File: src/rtl/boot_pkg.sv
// Shared types and constants for the UART boot loader: FSM states, frame field
// sizes and the default frame start marker.
package boot_pkg;

    typedef enum logic [2:0] {
        WAIT_SYNC = 3'd0,
        ADDR      = 3'd1,
        COUNT     = 3'd2,
        PAYLOAD   = 3'd3,
        CHECK     = 3'd4,
        DONE      = 3'd5
    } boot_state_t;

    localparam int          ADDR_BYTES        = 4;
    localparam int          CNT_BYTES         = 2;
    localparam logic [7:0]  DEFAULT_SYNC_BYTE = 8'hA5;

    // Little-endian assembly: each new byte enters at the top and earlier bytes
    // drift down, so after four bytes the first one sits in bits [7:0].
    function automatic logic [31:0] shift_in_le(input logic [31:0] acc, input logic [7:0] b);
        return {b, acc[31:8]};
    endfunction

endpackage

File: src/rtl/byte_accept.sv
// Ready/ack handshake towards the UART receiver: qualifies ready with the
// outstanding ack so that each byte is consumed exactly once.
module byte_accept (
    input  logic clk,
    input  logic reset_n,
    input  logic i_ready,
    output logic o_accept,
    output logic o_ack
);

    logic r_ack;

    assign o_accept = i_ready & ~r_ack;
    assign o_ack    = r_ack;

    // One-cycle ack pulse following every accepted byte.
    always_ff @(posedge clk or negedge reset_n) begin
        if (!reset_n) begin
            r_ack <= 1'b0;
        end else begin
            r_ack <= o_accept;
        end
    end

endmodule

File: src/rtl/uart_boot_loader.sv
// Boot image parser: SYNC, LE base address, LE word count, LE payload words and
// an XOR checksum; releases the CPU reset only after a fully verified frame.
module uart_boot_loader
    import boot_pkg::*;
#(
    parameter logic [7:0] SYNC_BYTE      = DEFAULT_SYNC_BYTE,
    parameter int         TIMEOUT_CYCLES = 1_000_000
) (
    input  logic        clk,
    input  logic        reset_n,
    input  logic [7:0]  rx_data,
    input  logic        rx_data_ready,
    output logic        rx_data_ack,
    output logic        mem_we,
    output logic [31:0] mem_addr,
    output logic [31:0] mem_wdata,
    output logic        cpu_reset_n,
    output logic        boot_busy,
    output logic        boot_error
);

    localparam int            TW           = $clog2(TIMEOUT_CYCLES + 1);
    localparam logic [TW-1:0] TIMEOUT_LAST = TW'(TIMEOUT_CYCLES - 1);

    boot_state_t   r_state;
    logic [1:0]    r_byte_idx;
    logic [31:0]   r_base;
    logic [31:0]   r_waddr;
    logic [31:0]   r_shift;
    logic [15:0]   r_words_left;
    logic [7:0]    r_xor;
    logic [TW-1:0] r_timer;
    logic          r_mem_we;
    logic [31:0]   r_mem_addr;
    logic [31:0]   r_mem_wdata;
    logic          r_cpu_reset_n;
    logic          r_busy;
    logic          r_error;

    logic          w_accept;
    logic          w_in_frame;
    logic [31:0]   w_addr_next;
    logic [31:0]   w_word;
    logic [15:0]   w_cnt_next;

    byte_accept u_byte_accept (
        .clk      (clk),
        .reset_n  (reset_n),
        .i_ready  (rx_data_ready),
        .o_accept (w_accept),
        .o_ack    (rx_data_ack)
    );

    assign w_in_frame  = (r_state == ADDR) || (r_state == COUNT) ||
                         (r_state == PAYLOAD) || (r_state == CHECK);
    assign w_addr_next = shift_in_le(r_base, rx_data);
    assign w_word      = shift_in_le(r_shift, rx_data);
    assign w_cnt_next  = {rx_data, r_words_left[15:8]};

    assign mem_we      = r_mem_we;
    assign mem_addr    = r_mem_addr;
    assign mem_wdata   = r_mem_wdata;
    assign cpu_reset_n = r_cpu_reset_n;
    assign boot_busy   = r_busy;
    assign boot_error  = r_error;

    // Frame FSM with byte assembly, write strobe and inter-byte timeout.
    always_ff @(posedge clk or negedge reset_n) begin
        if (!reset_n) begin
            r_state       <= WAIT_SYNC;
            r_byte_idx    <= 2'd0;
            r_base        <= 32'd0;
            r_waddr       <= 32'd0;
            r_shift       <= 32'd0;
            r_words_left  <= 16'd0;
            r_xor         <= 8'd0;
            r_timer       <= '0;
            r_mem_we      <= 1'b0;
            r_mem_addr    <= 32'd0;
            r_mem_wdata   <= 32'd0;
            r_cpu_reset_n <= 1'b0;
            r_busy        <= 1'b0;
            r_error       <= 1'b0;
        end else begin
            r_mem_we <= 1'b0;
            if (w_accept) begin
                r_timer <= '0;
                case (r_state)
                    WAIT_SYNC: begin
                        if (rx_data == SYNC_BYTE) begin
                            r_state    <= ADDR;
                            r_byte_idx <= 2'd0;
                            r_xor      <= 8'd0;
                            r_error    <= 1'b0;
                            r_busy     <= 1'b1;
                        end
                    end
                    ADDR: begin
                        r_xor      <= r_xor ^ rx_data;
                        r_base     <= w_addr_next;
                        r_byte_idx <= r_byte_idx + 2'd1;
                        if (r_byte_idx == 2'(ADDR_BYTES - 1)) begin
                            r_byte_idx <= 2'd0;
                            if (w_addr_next[1:0] != 2'b00) begin
                                r_error <= 1'b1;
                                r_busy  <= 1'b0;
                                r_state <= WAIT_SYNC;
                            end else begin
                                r_state <= COUNT;
                            end
                        end
                    end
                    COUNT: begin
                        r_xor        <= r_xor ^ rx_data;
                        r_words_left <= w_cnt_next;
                        r_byte_idx   <= r_byte_idx + 2'd1;
                        if (r_byte_idx == 2'(CNT_BYTES - 1)) begin
                            r_byte_idx <= 2'd0;
                            r_waddr    <= r_base;
                            r_state    <= (w_cnt_next == 16'd0) ? CHECK : PAYLOAD;
                        end
                    end
                    PAYLOAD: begin
                        r_xor      <= r_xor ^ rx_data;
                        r_shift    <= w_word;
                        r_byte_idx <= r_byte_idx + 2'd1;
                        if (r_byte_idx == 2'd3) begin
                            r_mem_we     <= 1'b1;
                            r_mem_addr   <= r_waddr;
                            r_mem_wdata  <= w_word;
                            r_waddr      <= r_waddr + 32'd4;
                            r_words_left <= r_words_left - 16'd1;
                            if (r_words_left == 16'd1) begin
                                r_state <= CHECK;
                            end
                        end
                    end
                    CHECK: begin
                        r_busy <= 1'b0;
                        if (rx_data == r_xor) begin
                            r_cpu_reset_n <= 1'b1;
                            r_state       <= DONE;
                        end else begin
                            r_error <= 1'b1;
                            r_state <= WAIT_SYNC;
                        end
                    end
                    DONE: begin
                        r_state <= DONE;
                    end
                    default: begin
                        r_state <= WAIT_SYNC;
                    end
                endcase
            end else if (w_in_frame) begin
                // A stalled host abandons the frame; any partial word is dropped.
                if (r_timer == TIMEOUT_LAST) begin
                    r_timer    <= '0;
                    r_byte_idx <= 2'd0;
                    r_error    <= 1'b1;
                    r_busy     <= 1'b0;
                    r_state    <= WAIT_SYNC;
                end else begin
                    r_timer <= r_timer + TW'(1);
                end
            end
        end
    end

endmodule
File: config.mk
export PLATFORM = sky130hd
export DESIGN_NAME = uart_boot_loader
export DESIGN_NICKNAME = d
export VERILOG_FILES = /design/src/rtl/boot_pkg.sv /design/src/rtl/byte_accept.sv /design/src/rtl/uart_boot_loader.sv
export SDC_FILE = /design/constraint.sdc
export NUM_CORES = 1
export LEC_CHECK = 0
export CAP_MARGIN = 5
export CORE_MARGIN = 3
export CORE_UTILIZATION = 55
export CTS_BUF_LIST = sky130_fd_sc_hd__clkbuf_8 sky130_fd_sc_hd__clkbuf_16
export CTS_CLUSTER_SIZE = 20
export DETAILED_ROUTE_END_ITERATION = 10
export PLACE_DENSITY = 0.81
export REMOVE_ABC_BUFFERS = 1
export SYNTH_ARGS = -nofsm -noshare
export SYNTH_HDL_FRONTEND = slang
export SYNTH_SLANG_ARGS = --single-unit
export TNS_END_PERCENT = 5
File: constraint.sdc
create_clock -name clk -period 2.8 [get_ports clk]
set_input_delay 0.42 -clock clk [delete_from_list [all_inputs] [get_ports clk]]
set_output_delay 0.42 -clock clk [all_outputs]
set_load 0.01 [all_outputs]
==> run metrics <==
Critical Path RT 3.17 ns; worst hold slack 0.459 ns; post-CTS sizing 0; Cell Pwr Density 1010 mW/mm²; post-route insts no fill 1340; Core ar. 0.0169 mm²; Min-Delay Path Class reg2reg; # H-tree levels 1; post-DP HPWL 15000 µm; largest net degree at the start of global routing 81; crit path launch type register; # DRC 0; I/O Pins 80; initial antenna violation count 0; Setup CP Type reg2reg; ANT nets after route 0; Ant. Diodes 0; Final Cycle Share 84.0%; pre-CTS setup slack 0.171 ns; global-route wire length before repair 37700 µm; Worst R2R Path Depth 6; Initial DRC Count 663; number of global-route vias before repair 7802; gp weighted congestion 0.909; Area growth, synth to finish 20.7%; switching power 4.01 mW; sequential share of the synthesized area 53.1%; Post-Syn Instances 1017; Setup Skew 0.00718 ns; ys async rst share 100%; hold path depth 2; share of cells above drive strength 1 13.8%; Total Routing Usage GR 22.8%; Leakage 5.36 nW; Post-Place Cell Area 0.0109 mm²; WHS Endpoint mem_wdata[2]; Max Buffers Root-to-Sink 3; total wire length 22300 µm; Worst EP arrival 2.73 ns; Post-synth top flop dfrtp_1; transition time at the pin with the least slew margin 0.624 ns; Max Cap Viol 0; # setup viols final 0; Rows 47; Worst setup EP type register; CTS clk-pin slew, worst paths 0.06 ns; Synth Cell Area 0.00970 mm²; outcome completed; HP Start r_shift[10]; postcts setup bufs 0; net total in the final layout 1123; most common cell after layout, fill and taps aside nand2_1; per-cell routed wire length 16.7 µm; R2R setup slack 0.45 ns; Yosys cell types 63; Max Freq 425 MHz; worst reg2reg path startpoint r_byte_idx[0]; Reg-to-Reg End r_waddr[24]; Post-synth EDFFs 0; peak supply drop 613 µV; Inst Count DP 1300; yosys warns 0; vias per inst 5.94; Slew Limit Headroom 58.0%; Die Area 0.0193 mm²; clock root cell clkbuf_16; Flop pwr share 43.8%; Syn Area/Cell 9.54 µm²; Starting Density 57.3%; Net Sw Frac 33.9%; Period minus WS final 2.35 ns; unrepaired setup endpoints after global routing false; Max Transition Viols Final 0; FILL cells 1299; setup ws final 0.447 ns; Initial DRT Pass Iterations 5; total grt overflow 0; DIE WIDTH 139 µm; crit path max fanout 34; most frequent cells in the layout 242 x nand2_1, 206 x dfrtp_1, 78 x clkdlybuf4s50_1; clock group share of total power 25.1%; TritonCTS clock tree done; post-route cell area 0.0117 mm²; Fin. Hold Viols 0; Pint 7.81 mW; combinational share of power 31.0%; PnR Total Power 11.8 mW; port bufs 79; Sink Count 206; worst skew pair latency 0.50 ns; #FFs+latches synth 206; total vias in the final route 7958; Die Ht 139 µm; Num CTS Buffers 22
sequential cells by signal, indices dropped and copies added, names as in the netlist:
| signal | count |
|---|---|
| boot_error | 1 |
| r_state | 3 |
| r_byte_idx | 2 |
| mem_wdata | 32 |
| cpu_reset_n | 1 |
| r_waddr | 32 |
| boot_busy | 1 |
| r_shift | 24 |
| u_byte_accept.o_ack | 1 |
| r_base | 32 |
| r_words_left | 16 |
| r_xor | 8 |
| mem_we | 1 |
| r_timer | 20 |
| mem_addr | 32 |
metal layers:
layer / vias to the layer above / part of all wire [%] / routed length (µm) / GRT usage [%]
met1: 3911 / 44 / 9800 / 31.6
met4: 0 / 2.0 / 441 / 5.87
met2: 257 / 49 / 11000 / 38.5
li1: 3748 / - / - / -
met3: 42 / 5.0 / 1110 / 3.14
met5: - / 0 / 0 / 0
area by class of cell:
type / instances / area [µm²] / area share, %
clock inverter: 13 / 138 / 1.18
sequential: 206 / 5150 / 44.0
inverter: 19 / 71.3 / 0.609
multi-input combinational: 727 / 4220 / 36.0
tap: 220 / 275 / 2.35
clock buffer: 26 / 617 / 5.27
timing repair buffer: 129 / 1230 / 10.5
through the flow:
step	setup TNS, ns	utilization [%]
3_5_place_dp	0	64.6
2_1_floorplan	-147.76	-
3_3_place_gp	0	64.6
4_1_cts	0	69.1
5_1_grt	0	69.1
6_report	0	69.1
worst max-delay path, stage by stage, from the launching register on:
cell	delay, ns
dfrtp_1	0.42
ha_1	0.27
or4b_1	0.51
nand4_1	0.15
buf_4	0.37
o21ai_0	0.13
or3_1	0.37
worst max-delay path by stage:
stage                  start     endpoint  slack [ns]  cells past startpoint
6_report       r_byte_idx[0]  r_waddr[24]        0.45                      6
4_1_cts        r_byte_idx[0]  r_waddr[24]        0.46                      6
3_3_place_gp      rx_data[6]    boot_busy        0.18                      6
2_1_floorplan     r_state[1]  r_waddr[26]       -2.04                      5
5_1_grt        r_byte_idx[0]  r_waddr[24]        0.31                      6
3_5_place_dp      rx_data[6]    boot_busy        0.17                      6
power by group through the flow:
stage | clock (mW) | combinational [mW] | sequential [mW]
after floorplan | 0 | 2.17 | 5.01
after global routing | 3.17 | 4.05 | 5.33
after detailed placement | 0 | 3.64 | 5.19
after global placement | 0 | 3.52 | 5.12
final | 2.97 | 3.67 | 5.18
after CTS | 3.03 | 3.69 | 5.14
cell families after synthesis:
group / Yosys count / synth area share (%)
AOI/OAI and AO/OA: 203 / 12.9
xor gates and xnor gates: 11 / 0.993
adders and majority gates: 7 / 0.903
buffers and inverters: 84 / 3.46
DFF: 206 / 53.1
muxes: 69 / 7.88
and+or+nand+nor: 437 / 20.8
cell usage after synthesis, types with 10 or more instances:
cell,count,area (µm²)
nand2_1,243,912
dfrtp_1,206,5150
a21oi_1,64,320
mux2_2,59,664
o21ai_0,54,270
clkbuf_1,50,188
nor2_1,48,180
nand4_1,35,219
nand3_1,22,110
nor3_1,19,95.1
inv_1,18,67.6
and3_1,17,106
o22ai_1,12,75.1
and2_1,10,62.6
buf_2,10,50.1
mux2i_1,10,100
timing repair:
| action | 4_1_cts | 5_1_grt |
|---|---|---|
| endpoints found under the hold margin | 74 | 0 |
| hold buffers | 1 | 0 |
| setup endpoints to repair | 0 | 0 |
(Power assumes the default switching activity.)
